$ cat config.mk
export PLATFORM = sky130hd
export DESIGN_NAME = req_ack_responder
export DESIGN_NICKNAME = d
export VERILOG_FILES = /design/src/rtl/req_ack_responder.sv
export SDC_FILE = /design/constraint.sdc
export NUM_CORES = 1
export LEC_CHECK = 0
export CORE_MARGIN = 3
export CORE_UTILIZATION = 44
export DETAILED_ROUTE_END_ITERATION = 10
export GPL_TIMING_DRIVEN = 0
export PLACE_DENSITY = 0.71
export SYNTH_ARGS = -nofsm -noshare
export SYNTH_HDL_FRONTEND = slang
export SYNTH_SLANG_ARGS = --single-unit
$ cat constraint.sdc
create_clock -name clk -period 1.1 [get_ports clk]
set_input_delay 0.165 -clock clk [delete_from_list [all_inputs] [get_ports clk]]
set_output_delay 0.165 -clock clk [all_outputs]
set_load 0.02 [all_outputs]
$ cat src/rtl/req_ack_responder.sv
// Four-phase req/ack responder: ack after a latched delay, abort flag, wrapping handshake counter.
// Latency: ack rises D edges after acceptance; all outputs registered; req is the only flow control.
module req_ack_responder #(
    parameter int DLY_W = 4,
    parameter int CNT_W = 8
) (
    input  logic             clk,
    input  logic             rst_n,
    input  logic             req,
    input  logic [DLY_W-1:0] dly_cfg,
    output logic             ack,
    output logic             busy,
    output logic             err_abort,
    output logic [CNT_W-1:0] done_cnt
);

    typedef enum logic [1:0] {
        S_IDLE = 2'd0,
        S_WAIT = 2'd1,
        S_ACK  = 2'd2,
        S_DROP = 2'd3
    } state_t;

    state_t           state;
    state_t           state_nxt;
    logic [DLY_W-1:0] cnt;
    logic [DLY_W-1:0] cnt_nxt;
    logic [CNT_W-1:0] done_nxt;
    logic             ack_nxt;
    logic             busy_nxt;
    logic             err_nxt;

    always_ff @(posedge clk) begin
        if (!rst_n) begin
            state     <= S_IDLE;
            cnt       <= '0;
            done_cnt  <= '0;
            ack       <= 1'b0;
            busy      <= 1'b0;
            err_abort <= 1'b0;
        end else begin
            state     <= state_nxt;
            cnt       <= cnt_nxt;
            done_cnt  <= done_nxt;
            ack       <= ack_nxt;
            busy      <= busy_nxt;
            err_abort <= err_nxt;
        end
    end

    always_comb begin
        state_nxt = state;
        cnt_nxt   = cnt;
        done_nxt  = done_cnt;
        case (state)
            S_IDLE: begin
                if (req) begin
                    cnt_nxt   = dly_cfg;
                    state_nxt = (dly_cfg == '0) ? S_ACK : S_WAIT;
                end
            end
            S_WAIT: begin
                // A req drop wins over the final countdown step.
                if (!req) begin
                    cnt_nxt   = '0;
                    state_nxt = S_IDLE;
                end else begin
                    cnt_nxt = cnt - DLY_W'(1);
                    if (cnt == DLY_W'(1)) begin
                        state_nxt = S_ACK;
                    end
                end
            end
            S_ACK: begin
                if (!req) begin
                    state_nxt = S_DROP;
                end
            end
            S_DROP: begin
                done_nxt  = done_cnt + CNT_W'(1);
                state_nxt = S_IDLE;
            end
            default: begin
                state_nxt = S_IDLE;
            end
        endcase
    end

    // Outputs are decoded from the next state so their registers line up with the state register.
    always_comb begin
        ack_nxt  = (state_nxt == S_ACK);
        busy_nxt = (state_nxt != S_IDLE);
        err_nxt  = (state == S_WAIT) && !req;
    end

endmodule

==> impl_metrics.yaml, run 1 <==
routing:
  firstDrtPassIters: 4
  ant_nets: 0
  routedWlPerCell_um: 14.2
  routed_wl_um: 2230
  num_vias: 885
  drcViolationCount: 0
  drt-vias-per-instance: 5.64
  drt_first_iter_violations: 31
critical_path:
  worst_setup_path_start_kind: "flip-flop"
  critical_path_peak_fanout: 3
  timing.critical_path.to_type: "flip-flop"
  ff_to_ff_start: "cnt[1]"
  cp_arrival_ns: 1.38
  critical_path_class: "flip-flop to flip-flop"
  setup.worst_path.start: "cnt[1]"
  critical_path_required_ns: 1.30
sta:
  worst_slack_ns: -0.0841
  max_clock_freq_mhz: 845
  clock_skew_ns: 0.00447
  worstMarginPinSlew_ns: 0.387
  post-route-min-period_ns: 1.18
  fin_setup_tns_ns: -0.262
  finalSetupViolations: 6
  rsz0062_at_grt: "yes"
  slew_violations: 0
  timing.max_slew.rel_slack: 0.742
  fin_crit_sh: 1.08
  hold_viol: 0
logic_synthesis:
  synth_compound_gate_area_share: 0.177
  synth_xor_xnor_area_share: 0.0200
  netlist_top_cells_count: "17 x sky130_fd_sc_hd__dfxtp_1, 11 x sky130_fd_sc_hd__nand2_1, 7 x sky130_fd_sc_hd__a21oi_1, 7 x sky130_fd_sc_hd__inv_1"
  syn_area_per_cell_um2: 8.26
  postSynthNetCount: 116
  yosysMostFrequentCell: "sky130_fd_sc_hd__dfxtp_1"
  synth.largest_area_cell: "sky130_fd_sc_hd__dfxtp_1"
  main_area_contributors_after_synthesis: "sky130_fd_sc_hd__dfxtp_1 39%, sky130_fd_sc_hd__nand2_1 4.7%, sky130_fd_sc_hd__ha_1 4.3%"
  netlist-cell-type-count: 34
  synthSimpleGateAreaFrac: 0.279
  yosysWarningCount: 0
  ys_dominant_reg_cell: "sky130_fd_sc_hd__dfxtp_1"
  synthCells: 106
  mux_contribution_to_synthesized_area: 0.0343
  synthesis.area_um2: 876
  post-synth-top-area-fraction: 0.389
  synth-seq-area-share: 0.389
  synth_edf_count: 0
  largest_family_of_logic_cells_by_synthesized_area: "simple AND/OR/NAND/NOR gates"
  synth-adder-area-share: 0.0429
  ys_ff_latch: 17
  share_of_synthesized_registers_carrying_an_async_set_or_reset: 0
die:
  num_io_pins: 18
  chipWidth_um: 50.6
  floorplan.rows: 15
  die_footprint_mm2: 0.00256
  die-height_um: 50.6
  floorplan_core_area_mm2: 0.00180
  initial_core_utilization: 0.486
final_layout:
  n_antenna_cell: 0
  filler_cell_count: 129
  multi_input_logic_area_um2: 621
  num-nets-final: 143
  area_growth_syn_to_layout_pct: 51.4
  drive_gt1_frac: 0.409
  seqCellArea_um2: 373
grt:
  grt_pass1_wl_um: 3190
  grt_pass1_vias: 712
  grt_antenna_before_repair: 0
  grt_remaining_overflow: 0
  grtUsageTotal: 0.167
  grt_max_degree: 11
run:
  max-cap-violations: 0
place:
  port_bufs: 17
  placement.setup.worst_slack_ns: -0.590
  finalWeightedCongestion: 0.821
  place_hpwl_um: 1360
cts:
  clock_insertion_delay_worst_skew_ns: 0.30
  cts.path.max_buffers: 2
  clk_pin_slew_ns: 0.10
  numClockSinks: 17
  root_buffer: "sky130_fd_sc_hd__clkbuf_4"
  hold_buffers: 0
  cts.htree.levels: 1
  tritoncts: "done"
  cts_inserted_buffers: 3
pwr:
  vdd.ir_drop.worst_mv: 0.743
  total_leakage_power_uw: 0.000510
  power_per_cell_area_mw_per_mm2: 1010
run_status:
  violated_checks: "setup timing"
  run_status: "finished with violations"
worst_hold_path:
  worst_min_path_class: "input pin to flip-flop"
  min-delay-start: "req"
## power by group
| part | leakage (uW) | internal (uW) | switching, uW |
|---|---|---|---|
| clock | 0.0000150 | 142 | 211 |
| sequential | 0.000146 | 633 | 40.9 |
| combinational | 0.000349 | 164 | 146 |
## sequential cells by signal (all words and copies together) (netlist names)
signal and flops:
err_abort 1, ack 1, state 2, busy 1, cnt 4, done_cnt 8
## final cells by class
class | count | area share
plain buffers | 5 | 0.0415
clock buffers | 4 | 0.0198
inverters | 8 | 0.0264
multi-input cells | 76 | 0.468
flip-flops and latches | 17 | 0.281
well taps | 25 | 0.0236
repair buffers | 22 | 0.140
## placed cells by master, fill, tap and decap left out, types with 2 or more instances in the layout
cell,netlist,final
sky130_fd_sc_hd__nand2_1,11,8
sky130_fd_sc_hd__a21oi_1,7,7
sky130_fd_sc_hd__dfxtp_4,0,7
sky130_fd_sc_hd__nand2b_1,6,6
sky130_fd_sc_hd__buf_2,2,6
sky130_fd_sc_hd__nor3_1,6,5
sky130_fd_sc_hd__dfxtp_1,17,5
sky130_fd_sc_hd__dfxtp_2,0,5
sky130_fd_sc_hd__clkdlybuf4s50_1,0,5
sky130_fd_sc_hd__inv_1,7,4
sky130_fd_sc_hd__clkbuf_4,0,4
sky130_fd_sc_hd__nand3_1,4,4
sky130_fd_sc_hd__nor2_1,4,4
sky130_fd_sc_hd__nor2b_1,3,3
sky130_fd_sc_hd__mux2i_1,3,3
sky130_fd_sc_hd__ha_4,0,3
sky130_fd_sc_hd__clkbuf_2,0,3
sky130_fd_sc_hd__buf_4,0,3
sky130_fd_sc_hd__inv_4,0,2
sky130_fd_sc_hd__buf_8,0,2
sky130_fd_sc_hd__nor3b_4,0,2
sky130_fd_sc_hd__nor4_4,0,2
sky130_fd_sc_hd__clkbuf_1,3,2
sky130_fd_sc_hd__o21ai_0,3,2
sky130_fd_sc_hd__xor2_1,2,2
sky130_fd_sc_hd__nand2_2,0,2
sky130_fd_sc_hd__buf_6,0,2
## logic make-up (layout without fill, tap and decap cells)
| kind of cell | count (synthesis) | after routing |
|---|---|---|
| multiplexers | 3 | 3 |
| adder cells (fa/ha/maj) | 3 | 3 |
| AO/OA/AOI/OAI | 23 | 23 |
| buffers and inverters | 13 | 39 |
| flip-flops | 17 | 17 |
| AND/OR/NAND/NOR | 45 | 45 |
| XOR/XNOR | 2 | 2 |
## stage by stage
step	area [um2]	cells	utilization	power (uW)	hold WS [ns]
floorplan	945	106	-	831	0.367
global placement	1150	148	0.636	899	0.453
detailed placement	1150	148	0.636	902	0.461
CTS	1240	154	0.687	1260	0.421
global route	1330	157	0.736	1410	0.476
finish	1330	157	0.736	1340	0.433
## worst max-delay path: stages, from the launching register on
cell and delay, ns:
sky130_fd_sc_hd__dfxtp_2 0.35, sky130_fd_sc_hd__inv_4 0.08, sky130_fd_sc_hd__ha_4 0.12, sky130_fd_sc_hd__nor3b_4 0.22, sky130_fd_sc_hd__nor3_1 0.08, sky130_fd_sc_hd__o31a_1 0.23
## repair_timing
| item | in CTS | in global routing |
|---|---|---|
| pin swaps | 6 | 6 |
| gates cloned | 0 | 1 |
| resized for setup | 56 | 26 |
| setup buffers | 2 | 2 |
| setup endpoints to repair | 25 | 22 |
## path summary, 6_finish.rpt
path	slack [ns]	cells past startpoint	end
setup reg to reg	-0.08	5	state[0]
setup / recovery	-0.08	5	state[0]
hold / removal	0.43	3	err_abort
hold reg to reg	0.47	2	done_cnt[7]
## layer usage
metal | share of wire | GRT usage | vias up
met1 | 0.45 | 0.220 | 414
met3 | 0.053 | 0.0267 | 11
met5 | 0 | 0 | -
met2 | 0.46 | 0.252 | 32
met4 | 0.037 | 0.108 | 0
li1 | - | - | 428
No activity file was read; power rests on OpenSTA's default activity.
==> run 2: changes to the inputs <==
- CORE_UTILIZATION: 44 -> 45
- CTS_BUF_LIST: not set -> sky130_fd_sc_hd__clkbuf_16
- PLACE_DENSITY: 0.71 -> 0.7
- clock period: 1.1 -> 1.5 ns (I/O delays scaled with it)
==> run 2 against run 1 <==
  * The run now ends clean
  * Via count decreased by 10%
  * Clock skew decreased by 0.0032 ns
  * Clock power increased by 44%
  * Register-to-register slack improved by 0.17 ns
  * Non-clock buffer count decreased by 5
  * Combinational power decreased by 48%
  * Worst setup slack improved by 0.15 ns
  * Critical endpoint is now done_cnt[5]
  * Largest power group is now the clock network
  * Highest routed layer unchanged
==> impl_metrics.yaml, run 2 (synthesized netlist as in run 1, its figures left out) <==
cts:
  tritoncts: "done"
  cts.htree.levels: 1
  clock_insertion_delay_worst_skew_ns: 0.24
  cts_inserted_buffers: 3
  numClockSinks: 17
  post_cts.repair.setup_buffers: 0
  clk_pin_slew_ns: 0.05
  hold_buffers: 0
  cts.path.max_buffers: 2
  root_buffer: "sky130_fd_sc_hd__clkbuf_16"
die:
  die_footprint_mm2: 0.00251
  num_io_pins: 18
  floorplan.rows: 15
  die-height_um: 50.1
  chipWidth_um: 50.1
  floorplan_core_area_mm2: 0.00178
  initial_core_utilization: 0.491
final_layout:
  area_growth_syn_to_layout_pct: 33.6
  n_antenna_cell: 0
  layout.cells.most_common_list: "17 x sky130_fd_sc_hd__dfxtp_1, 12 x sky130_fd_sc_hd__clkdlybuf4s50_1, 11 x sky130_fd_sc_hd__nand2_1"
  largest_register_ffs: 8
  num-nets-final: 138
  drive_gt1_frac: 0.0551
  finalCoreUtilization: 0.656
  most_common_cell_after_layout_fill_and_taps_aside: "sky130_fd_sc_hd__dfxtp_1"
  registers_with_the_most_flip_flops: "done_cnt (8), cnt (4), state (2)"
  largest_register: "done_cnt"
  filler_cell_count: 172
sta:
  fin_setup_tns_ns: 0
  fin_crit_sh: 0.954
  hold_viol: 0
  worstMarginPinSlew_ns: 0.501
  max_clock_freq_mhz: 699
  final.hold.worst_slack_ns: 0.469
  timing.max_slew.rel_slack: 0.663
  slew_violations: 0
  rsz0062_at_grt: "no"
  clock_skew_ns: 0.00126
  post-route-min-period_ns: 1.43
  finalSetupViolations: 0
routing:
  routedWlPerCell_um: 12.4
  num_vias: 795
  ant_nets: 0
  firstDrtPassIters: 4
  routed_wl_um: 1880
  drt_first_iter_violations: 10
  drcViolationCount: 0
  drt-vias-per-instance: 5.23
worst_hold_path:
  worst_min_path_class: "flip-flop to flip-flop"
  min-delay-start: "done_cnt[7]"
pwr:
  total_power_uw: 1160
  total_leakage_power_uw: 0.000507
  power_per_cell_area_mw_per_mm2: 991
  vdd.ir_drop.worst_mv: 0.704
critical_path:
  crit_family: "buffers and inverters"
  ff_to_ff_start: "cnt[1]"
  critical_path_class: "flip-flop to output port"
  critical_path_peak_fanout: 4
  cp.depth: 1
  worst_r2r_endpoint: "state[0]"
  critical_path.endpoint: "done_cnt[5]"
  rr_worst_depth: 5
  critPathBufInv: 1
  timing.critical_path.slowest_cell_delay_ns: 0.61
  cp_arrival_ns: 1.21
  setup.worst_path.start: "done_cnt[5]"
  timing.critical_path.to_type: "output port"
  cp_cell_sequence: "clkdlybuf4s50_1"
  standard_cell_with_the_maximum_stage_delay_on_the_critical_path: "sky130_fd_sc_hd__clkdlybuf4s50_1"
  critical_path_required_ns: 1.27
  worst_setup_path_start_kind: "flip-flop"
  setup.reg_to_reg.worst_slack_ns: 0.09
run_status:
  run_status: "finished clean"
grt:
  grt_pass1_vias: 766
  grt_max_degree: 11
  grt_remaining_overflow: 0
  grt_antenna_before_repair: 0
  grtUsageTotal: 0.169
  grt_pass1_wl_um: 3280
place:
  place_hpwl_um: 1410
  finalWeightedCongestion: 0.829
  port_bufs: 17
run:
  max-cap-violations: 0
[run 2: changes by cell type in the layout (fill, tap and decap cells not counted), sizes merged]
cell / delta
clkdlybuf4s50: +7
clkdlybuf4s15: -1
clkbuf: -5
dlymetal6s2s: +5
inv: +1
dlygate4sd2: -1
buf: -11
[run 2: per-stage QoR]
step	cells	instance area [um2]	worst slack [ns]
2_1_floorplan	106	876	0.178
3_3_place_gp	148	1080	-0.223
3_5_place_dp	148	1080	-0.249
4_1_cts	152	1160	0.00284
5_1_grt	152	1170	0.000191
6_report	152	1170	0.0696
[run 2: repair_timing]
action                     in CTS  in global routing
resized for setup               0                  7
setup endpoints to repair       0                  6
hold endpoints to repair        0                  0
[run 2: area by class of cell]
cell class                 count  area (um2)  share of cell area
buffer                         5        22.5              0.0193
clock buffer                   3        75.1              0.0642
clock inverter                 1        3.75             0.00321
inverter                       8        30.0              0.0257
multi-input combinational     76         484               0.414
sequential                    17         340               0.291
tap                           25        31.3              0.0267
timing repair buffer          17         183               0.156
[run 2: where the power goes]
part	total [uW]	internal [uW]	switching (uW)
sequential	488	472	15.8
combinational	162	74.9	87.0
clock	509	353	157
[run 2: how the worst min path moves through the flow]
| stage | end | slack, ns | cells past startpoint |
|---|---|---|---|
| after floorplan | done_cnt[5] | 0.44 | 2 |
| after global placement | done_cnt[7] | 0.45 | 2 |
| after detailed placement | done_cnt[6] | 0.46 | 2 |
| after CTS | done_cnt[6] | 0.47 | 2 |
| after global routing | done_cnt[7] | 0.50 | 2 |
| final | done_cnt[7] | 0.47 | 2 |
[run 2: layer usage]
layer	vias up	GRT usage	routed length, um
li1	420	-	-
met1	354	0.209	920
met2	19	0.287	857
met3	2	0.0363	88
met4	0	0.0553	12
met5	-	0	0
==> run 3: changes to the inputs <==
- CORE_MARGIN: 3 -> 8
- clock period: 1.5 -> 1.49 ns (I/O delays scaled with it)
==> run 3 against run 2 <==
  * Via count is 1.6% higher
  * Power is 1.8% higher
  * Clock power rose by 3%
  * Combinational power about the same
  * Largest power group unchanged
==> impl_metrics.yaml, run 3 (synthesized netlist as in run 1, its figures left out) <==
run_status:
  run_status: "finished clean"
critical_path:
  setup.reg_to_reg.worst_slack_ns: 0.11
  cp_cell_sequence: "clkdlybuf4s50_1"
  critPathBufInv: 1
  cp_arrival_ns: 1.22
  crit_family: "buffers and inverters"
  standard_cell_with_the_maximum_stage_delay_on_the_critical_path: "sky130_fd_sc_hd__clkdlybuf4s50_1"
  critical_path_required_ns: 1.27
  critical_path_peak_fanout: 4
  timing.critical_path.slowest_cell_delay_ns: 0.62
  critical_path_class: "flip-flop to output port"
  timing.critical_path.to_type: "output port"
  worst_setup_path_start_kind: "flip-flop"
final_layout:
  filler_cell_count: 179
  largest_register_ffs: 8
  area_growth_syn_to_layout_pct: 32.4
  n_antenna_cell: 0
  largest_register: "done_cnt"
  drive_gt1_frac: 0.0556
  layout.cells.most_common_list: "17 x sky130_fd_sc_hd__dfxtp_1, 11 x sky130_fd_sc_hd__nand2_1, 11 x sky130_fd_sc_hd__clkdlybuf4s50_1"
  postLayoutCellArea_mm2: 0.00116
  most_common_cell_after_layout_fill_and_taps_aside: "sky130_fd_sc_hd__dfxtp_1"
  registers_with_the_most_flip_flops: "done_cnt (8), cnt (4), state (2)"
  num-nets-final: 137
  seqCellArea_um2: 340
  multi_input_logic_area_um2: 489
  finalCoreUtilization: 0.610
routing:
  drt-vias-per-instance: 5.28
  routed_wl_um: 2020
  ant_nets: 0
  firstDrtPassIters: 4
  drt_first_iter_violations: 17
  num_vias: 808
  drcViolationCount: 0
  routedWlPerCell_um: 13.2
cts:
  cts.htree.levels: 1
  hold_buffers: 0
  tritoncts: "done"
  post_cts.repair.setup_buffers: 0
  numClockSinks: 17
  clock_insertion_delay_worst_skew_ns: 0.25
  cts.path.max_buffers: 2
  clk_pin_slew_ns: 0.05
  cts_inserted_buffers: 3
  root_buffer: "sky130_fd_sc_hd__clkbuf_16"
die:
  chipWidth_um: 60.1
  num_io_pins: 18
  die_footprint_mm2: 0.00361
  floorplan.rows: 16
  floorplan_core_area_mm2: 0.00190
  initial_core_utilization: 0.461
  die-height_um: 60.1
grt:
  grt_pass1_vias: 778
  grt_antenna_before_repair: 0
  grt_pass1_wl_um: 3460
  grt_remaining_overflow: 0
  grtUsageTotal: 0.127
  grt_max_degree: 14
pwr:
  total_leakage_power_uw: 0.000460
  total_power_uw: 1180
  vdd.ir_drop.worst_mv: 0.739
  power_per_cell_area_mw_per_mm2: 1020
sta:
  clock_skew_ns: 0.00316
  timing.max_slew.rel_slack: 0.602
  fin_setup_tns_ns: 0
  rsz0062_at_grt: "no"
  max_clock_freq_mhz: 693
  finalSetupViolations: 0
  hold_viol: 0
  worstMarginPinSlew_ns: 0.591
  worst_slack_ns: 0.0479
  slew_violations: 0
  post-route-min-period_ns: 1.44
  fin_crit_sh: 0.968
place:
  placement.setup.worst_slack_ns: -0.251
  port_bufs: 17
  finalWeightedCongestion: 0.821
  place_hpwl_um: 1550
  postPlaceCellArea_mm2: 0.00108
run:
  max-cap-violations: 0
worst_hold_path:
  worst_min_path_class: "input pin to flip-flop"
run 3: changes by cell type in the layout (fill, tap and decap cells not counted):
| cell | delta |
|---|---|
| sky130_fd_sc_hd__nor3b_2 | +1 |
| sky130_fd_sc_hd__dlymetal6s2s_1 | -3 |
| sky130_fd_sc_hd__clkdlybuf4s50_1 | -1 |
| sky130_fd_sc_hd__clkbuf_2 | -1 |
| sky130_fd_sc_hd__dlygate4sd2_1 | +4 |
| sky130_fd_sc_hd__nor3b_1 | -1 |
run 3: worst min-delay path: cells and delay by family:
| family | cells | cell delay (ns) |
|---|---|---|
| compound gates | 1 | 0.04 |
| buf+inv | 1 | 0.25 |
| simple gates | 1 | 0.11 |
run 3: layout make-up:
cell class | instances | share of cell area
Buffer | 4 | 0.0151
Clock buffer | 3 | 0.0647
Tap cell | 27 | 0.0291
Clock inverter | 1 | 0.00324
Sequential cell | 17 | 0.293
Inverter | 8 | 0.0259
Multi-Input combinational cell | 76 | 0.422
Timing Repair Buffer | 17 | 0.147
run 3: power by group:
part | switching (uW) | internal [uW]
clock | 170 | 356
combinational | 88.2 | 74.7
sequential | 16.5 | 475
total | 274 | 906
run 3: metrics by stage:
stage / hold WS (ns) / cells
after floorplan: 0.437 / 106
after CTS: 0.468 / 153
after global placement: 0.452 / 150
after detailed placement: 0.459 / 150
final: 0.423 / 153
after global routing: 0.458 / 153
run 3: worst paths after layout:
kind,start,to,cells after the start
setup / recovery,done_cnt[5],done_cnt[5],1
hold / removal,req,ack,3
hold reg to reg,done_cnt[7],done_cnt[7],2
setup reg to reg,state[1],done_cnt[5],3
run 3: timing repair:
action | 4_1_cts | 5_1_grt
gates resized for setup | 4 | 3
pin swaps | 0 | 0
setup endpoints to repair | 5 | 5
run 3: routing by layer:
metal  GRT usage  vias up  share of wire
li1            -      420              -
met1       0.146      365           0.48
met2       0.204       18           0.46
met3      0.0323        5          0.039
met4      0.0748        0          0.024
met5           0        -              0
==> RTL change 1, RTL diff (flow settings as in run 3) <==
Register the input `dly_cfg` before use. The logic sees it one clock later. The other inputs are not delayed to match.
--- a/src/rtl/req_ack_responder.sv
+++ b/src/rtl/req_ack_responder.sv
@@ -22,2 +22,8 @@
     } state_t;
+
+    logic [DLY_W-1:0] dly_cfg_q;
+
+    always_ff @(posedge clk) begin
+        dly_cfg_q <= dly_cfg;
+    end
 
@@ -57,4 +63,4 @@
                 if (req) begin
-                    cnt_nxt   = dly_cfg;
-                    state_nxt = (dly_cfg == '0) ? S_ACK : S_WAIT;
+                    cnt_nxt   = dly_cfg_q;
+                    state_nxt = (dly_cfg_q == '0) ? S_ACK : S_WAIT;
                 end
Behaviour: not the same (a bounded check fails within 4 cycles, from zero or initial values and one cycle with rst_n low).
==> RTL change 1 against run 3 <==
Power up 9.7%. Core utilization up 0.29 points. Area after synthesis up 5.4%. Routed wire length up 1.1%. Sequential cell count up 4. Combinational power down 21%. Final area up 2.6%. Setup slack better by 0.023 ns. Critical path type unchanged. Critical endpoint is now done_cnt[7]. Highest routed layer unchanged.
==> RTL change 1: results (changes against run 3) <==
* Via Count at 834 (+3.2%)
* Synth Area in XOR/XNOR at 1.90% (-0.10 points)
* Nets at 135 (-1.5%)
* DRT Pass-1 Iters at 4 (unchanged)
* Pleak at 0.000512 uW (+11%)
* Top flop regs: done_cnt x8, cnt x4, dly_cfg_q x4
* # diodes at 0 (unchanged)
* Final WL at 2.04 mm (+1.1%)
* Worst hold path class: primary input to register
* Cts bufs inserted at 3 (unchanged)
* Worst-Skew Late Latency at 0.25 ns (about the same)
* Top post-synthesis cells by area: dfxtp_1, a21oi_1, ha_1
* Starting DRT DRC Count at 26 (+9)
* Crit path max-delay cell type: clkdlybuf4s50_1
* Asr flop ratio synth at 0% (unchanged)
* Antenna violations before repair at 0 (unchanged)
* Root Buffer: clkbuf_16
* Relative slew slack at 67.2% (+6.9 points)
* Setup Skew at 0.00406 ns (+0.000899 ns)
* Max Cap Viol at 0 (unchanged)
* Vias in the first global route at 760 (-2.3%)
* Post-Syn Nets at 115 (-0.86%)
* P_sw at 292 uW (+6.5%)
* Routability cong. at 0.770 (-6.3%)
* Setup repair bufs after CTS at 0 (unchanged)
* Port Buf Inserts at 15 (-2)
* Yosys cell types at 32 (-5.9%)
* Clock Path Buffers at 2 (unchanged)
* Register area share after synthesis at 45.5% (+6.7 points)
* Max IR drop VDD at 0.736 mV (-0.43%)
* Arrival time at the worst endpoint at 1.20 ns (-0.02 ns)
* Yosys warns at 0 (unchanged)
* H-tree levels at 1 (unchanged)
* Worst-path clk slew at around 0.06 ns
* Fin. Hold Viols at 0 (unchanged)
* First-pass GRT wire length at 3.28 mm (-5.4%)
* GRT Overall Usage at 11.5% (-1.1 points)
* CP max FO at 3 (-1)
* Largest net degree at the start of global routing at 12 (-2)
* Outcome: finished clean
* Delay-heaviest family, CP: buffers and inverters
* Share of post-route cells with drive strength above 1 at 6.45% (+0.90 points)
* Compound-Gate Fraction of Synth Area at 20.2% (+2.5 points)
* Top post-synthesis cells by count: dfxtp_1, a21oi_1, nand2_1
* Max stage delay on crit path at 0.61 ns
* Filler cells at 181 (+1.1%)
* Post-synthesis mux area share at 0% (-3.4 points)
* Final setup violation count at 0 (unchanged)
* Detailed Place HPWL at 1.44 mm (-7.3%)
* Adder-Cell Fraction of Synth Area at 4.07% (-0.22 points)
* P per Cell Area at 1090 nW/um2 (+6.9%)
-- RTL change 1: path summary, 6_finish.rpt --
check	from	endpoint	slack (ns)	cells past startpoint
min	req	err_abort	0.28	2
max reg2reg	cnt[1]	ack	0.12	5
max	done_cnt[7]	done_cnt[7]	0.07	1
min reg2reg	done_cnt[7]	done_cnt[7]	0.48	2
-- RTL change 1: area by class of cell --
type,instances,area (um2),area share [%]
inverters,6,22.5,1.89
multi-input cells,72,453,38.1
plain buffers,6,28.8,2.42
well taps,27,33.8,2.84
clock buffers,3,75.1,6.31
flip-flops and latches,21,420,35.3
repair buffers,15,153,12.8
clock inverters,1,3.75,0.315
-- RTL change 1: what timing repair did --
action,CTS,global route
resized for setup,4,5
cloned,0,0
setup endpoints to repair,4,5
-- RTL change 1: kinds of logic (layout without fill, tap and decap cells) --
| kind of cell | after synthesis | in the layout |
|---|---|---|
| simple gates | 38 | 38 |
| compound gates | 29 | 29 |
| fa+ha+maj | 3 | 3 |
| xor+xnor | 2 | 2 |
| flops | 21 | 21 |
| buf+inv | 12 | 31 |
-- RTL change 1: power by group through the flow --
stage / sequential [uW] / combinational [uW] / clock, uW
after floorplan: 613 / 84.7 / 0
after global placement: 612 / 121 / 0
after detailed placement: 613 / 125 / 0
after CTS: 601 / 127 / 563
after global routing: 603 / 141 / 594
final: 600 / 128 / 566
-- RTL change 1: stage by stage --
step	setup slack (ns)	hold slack, ns	total power (uW)	std cells	cell area, um2
after detailed placement	0.118	0.472	738	147	1110
after CTS	0.00550	0.268	1290	151	1180
final	0.0709	0.276	1290	151	1190
after global routing	0.0154	0.293	1340	151	1190
after global placement	0.115	0.464	733	147	1110
after floorplan	0.157	0.251	698	105	923
-- RTL change 1: routing by layer --
| layer | wire [um] | track usage (%) | vias up |
|---|---|---|---|
| li1 | - | - | 417 |
| met1 | 979 | 14.3 | 384 |
| met2 | 891 | 17.8 | 28 |
| met3 | 138 | 3.13 | 5 |
| met4 | 34 | 5.98 | 0 |
| met5 | 0 | 0 | - |
==> RTL change 2, RTL diff (flow settings as in run 3) <==
Without the edit above. Set the parameter `DLY_W` to 5 (it was 4).
--- a/src/rtl/req_ack_responder.sv
+++ b/src/rtl/req_ack_responder.sv
@@ -3,3 +3,3 @@
 module req_ack_responder #(
-    parameter int DLY_W = 4,
+    parameter int DLY_W = 5,
     parameter int CNT_W = 8
Interface: changed (resized dly_cfg); port bits go from 18 to 19. No check against the original RTL was run, so the function may have changed too.
==> RTL change 2 against run 3 <==
The flow now finishes with violations (negative setup slack). Setup slack got worse by 0.063 ns. Routed wire length grew 12%. Combinational power grew 18%. Fmax down 4.2%. Clock power decreased by 3%. Area after synthesis is 10% higher. Power is 4.6% higher. Final area increased by 11%. Sequential cell count up 1.
==> RTL change 2: results (changes against run 3) <==
* Starting DRT DRC Count at 15 (-2)
* Cts bufs inserted at 3 (unchanged)
* Worst Setup SP: cnt[1]
* Outcome: finished, violations left
* Setup Skew at 0.00380 ns (+0.000644 ns)
* Max-slew violation count at 0 (unchanged)
* Yosys cell types at 40 (+18%)
* RR Endpoint: state[1]
* Antenna violations before repair at 0 (unchanged)
* Avg Cell Area, Syn at 8.53 um2 (+3.2%)
* Pleak at 0.000510 uW (+11%)
* Routability cong. at 0.828 (+0.83%)
* Post-Syn Nets at 124 (+6.9%)
* Arrival time at the worst endpoint at 1.67 ns (+0.45 ns)
* Port Buf Inserts at 17 (unchanged)
* Final setup margin at -0.0151 ns (-0.0630 ns)
* Worst-path clk slew at 0.05 ns (about the same)
* Top flop regs: done_cnt x8, cnt x5, state x2
* Non-filler instance count after layout at 161 (+5.2%)
* CP endpoint kind: register
* Share of post-route cells with drive strength above 1 at 14.9% (+9.4 points)
* Max stage delay on crit path at 0.46 ns (-0.16 ns)
* Top post-synthesis cells by area: dfxtp_1, a21oi_1, ha_1
* Worst-Skew Late Latency at 0.24 ns
* # diodes at 0 (unchanged)
* Top post-synthesis cells by count: dfxtp_1, a21oi_1, nand2_1, nor2b_1, o21ai_0
* Least-Margin Pin Slew at 0.436 ns (-0.155 ns)
* DRT Pass-1 Iters at 4 (unchanged)
* Nets at 147 (+7.3%)
* R2R cell count at 5 (+2)
* Main flop type after synthesis: dfxtp_1
* Root Buffer: clkbuf_16
* Asr flop ratio synth at 0% (unchanged)
* Detailed Place HPWL at 1.65 mm (+6.5%)
* CP max FO at 3 (-1)
* Worst hold path class: primary input to register
* H-tree levels at 1 (unchanged)
* GRT Overall Usage at 11.5% (-1.2 points)
* Crit path max-delay cell type: or4b_4
* Via Count at 904 (+12%)
* Final setup violation count at 1 (+1)
* First-pass GRT wire length at 3.87 mm (+12%)
* Register area share after synthesis at 37.4% (-1.5 points)
* Largest net degree at the start of global routing at 13 (-1)
* Yosys warns at 0 (unchanged)
* Vias in the first global route at 845 (+8.6%)
* Drt wl/cell at 14.0 um (+6.2%)
* Failing checks: negative setup slack
* Clock Path Buffers at 2 (unchanged)
* Max IR drop VDD at 0.893 mV (+21%)
[RTL change 2: cell types whose count changed after synthesis, sizes merged, moves of 2 or more]
cell,change
nand2,-5
mux2i,-3
nor2b,+3
o21ai,+3
inv,-2
nand2b,-2
nand4,+2
nor3,-2
nor4,-2
o31ai,+2
[RTL change 2: how the worst min path moves through the flow]
stage	startpoint	to	slack, ns	depth (start not counted)
after global routing	rst_n	state[0]	0.43	2
after CTS	rst_n	state[0]	0.40	2
after global placement	done_cnt[7]	done_cnt[7]	0.47	2
final	rst_n	state[0]	0.40	2
after detailed placement	done_cnt[7]	done_cnt[7]	0.48	2
after floorplan	dly_cfg[2]	cnt[2]	0.38	2
[RTL change 2: critical path: cells and delay by family, from the launching register on]
| family | cells | cell delay, ns |
|---|---|---|
| and+or+nand+nor | 2 | 0.79 |
| AOI/OAI and AO/OA | 1 | 0.13 |
| adders and majority gates | 1 | 0.11 |
| DFF | 1 | 0.32 |
| buffers and inverters | 1 | 0.07 |
[RTL change 2: cell families (layout without fill, tap and decap cells)]
| group | Yosys count | after routing | synth area share (%) |
|---|---|---|---|
| XOR/XNOR | 2 | 2 | 1.82 |
| buffers and inverters | 12 | 33 | 5.06 |
| flip-flops | 18 | 18 | 37.4 |
| AO/OA/AOI/OAI | 32 | 32 | 23.0 |
| adder cells (fa/ha/maj) | 3 | 3 | 3.90 |
| AND/OR/NAND/NOR | 46 | 46 | 28.8 |
[RTL change 2: stage by stage]
stage               hold WS [ns]  worst slack, ns  TNS (ns)  area [um2]  total power (uW)
floorplan                  0.383           0.0296         0         963               655
global placement           0.467           -0.256     -1.24        1170               711
detailed placement         0.478           -0.269     -1.28        1170               713
CTS                        0.399          0.00251         0        1250              1240
global route               0.428          -0.0915    -0.252        1280              1290
finish                     0.396          -0.0151   -0.0151        1280              1230
[RTL change 2: timing repair]
| action | CTS | global route |
|---|---|---|
| cloned | 0 | 0 |
| pin swaps | 2 | 0 |
| hold endpoints to repair | 0 | 0 |
| setup buffers | 1 | 1 |
| resized for setup | 7 | 9 |
| endpoints found under the setup margin | 5 | 14 |
[RTL change 2: layer usage]
metal / wire (um) / track usage, %
met5: 0 / 0
met4: 12 / 2.56
met3: 123 / 3.05
met2: 1080 / 18.6
met1: 1050 / 14.8
[RTL change 2: cell type report]
cell class                 count  area (um2)
buffer                         5        26.3
clock buffer                   3        75.1
fill                         179         697
inverter                       6        22.5
multi-input combinational     83         577
sequential                    18         364
tap                           27        33.8
timing repair buffer          19         186
[RTL change 2: power breakdown]
| group | switching (uW) | total (uW) | internal (uW) |
|---|---|---|---|
| Sequential | 24.2 | 530 | 506 |
| Clock | 159 | 511 | 352 |
| Combinational | 93.6 | 193 | 99.4 |
| Total | 277 | 1230 | 957 |
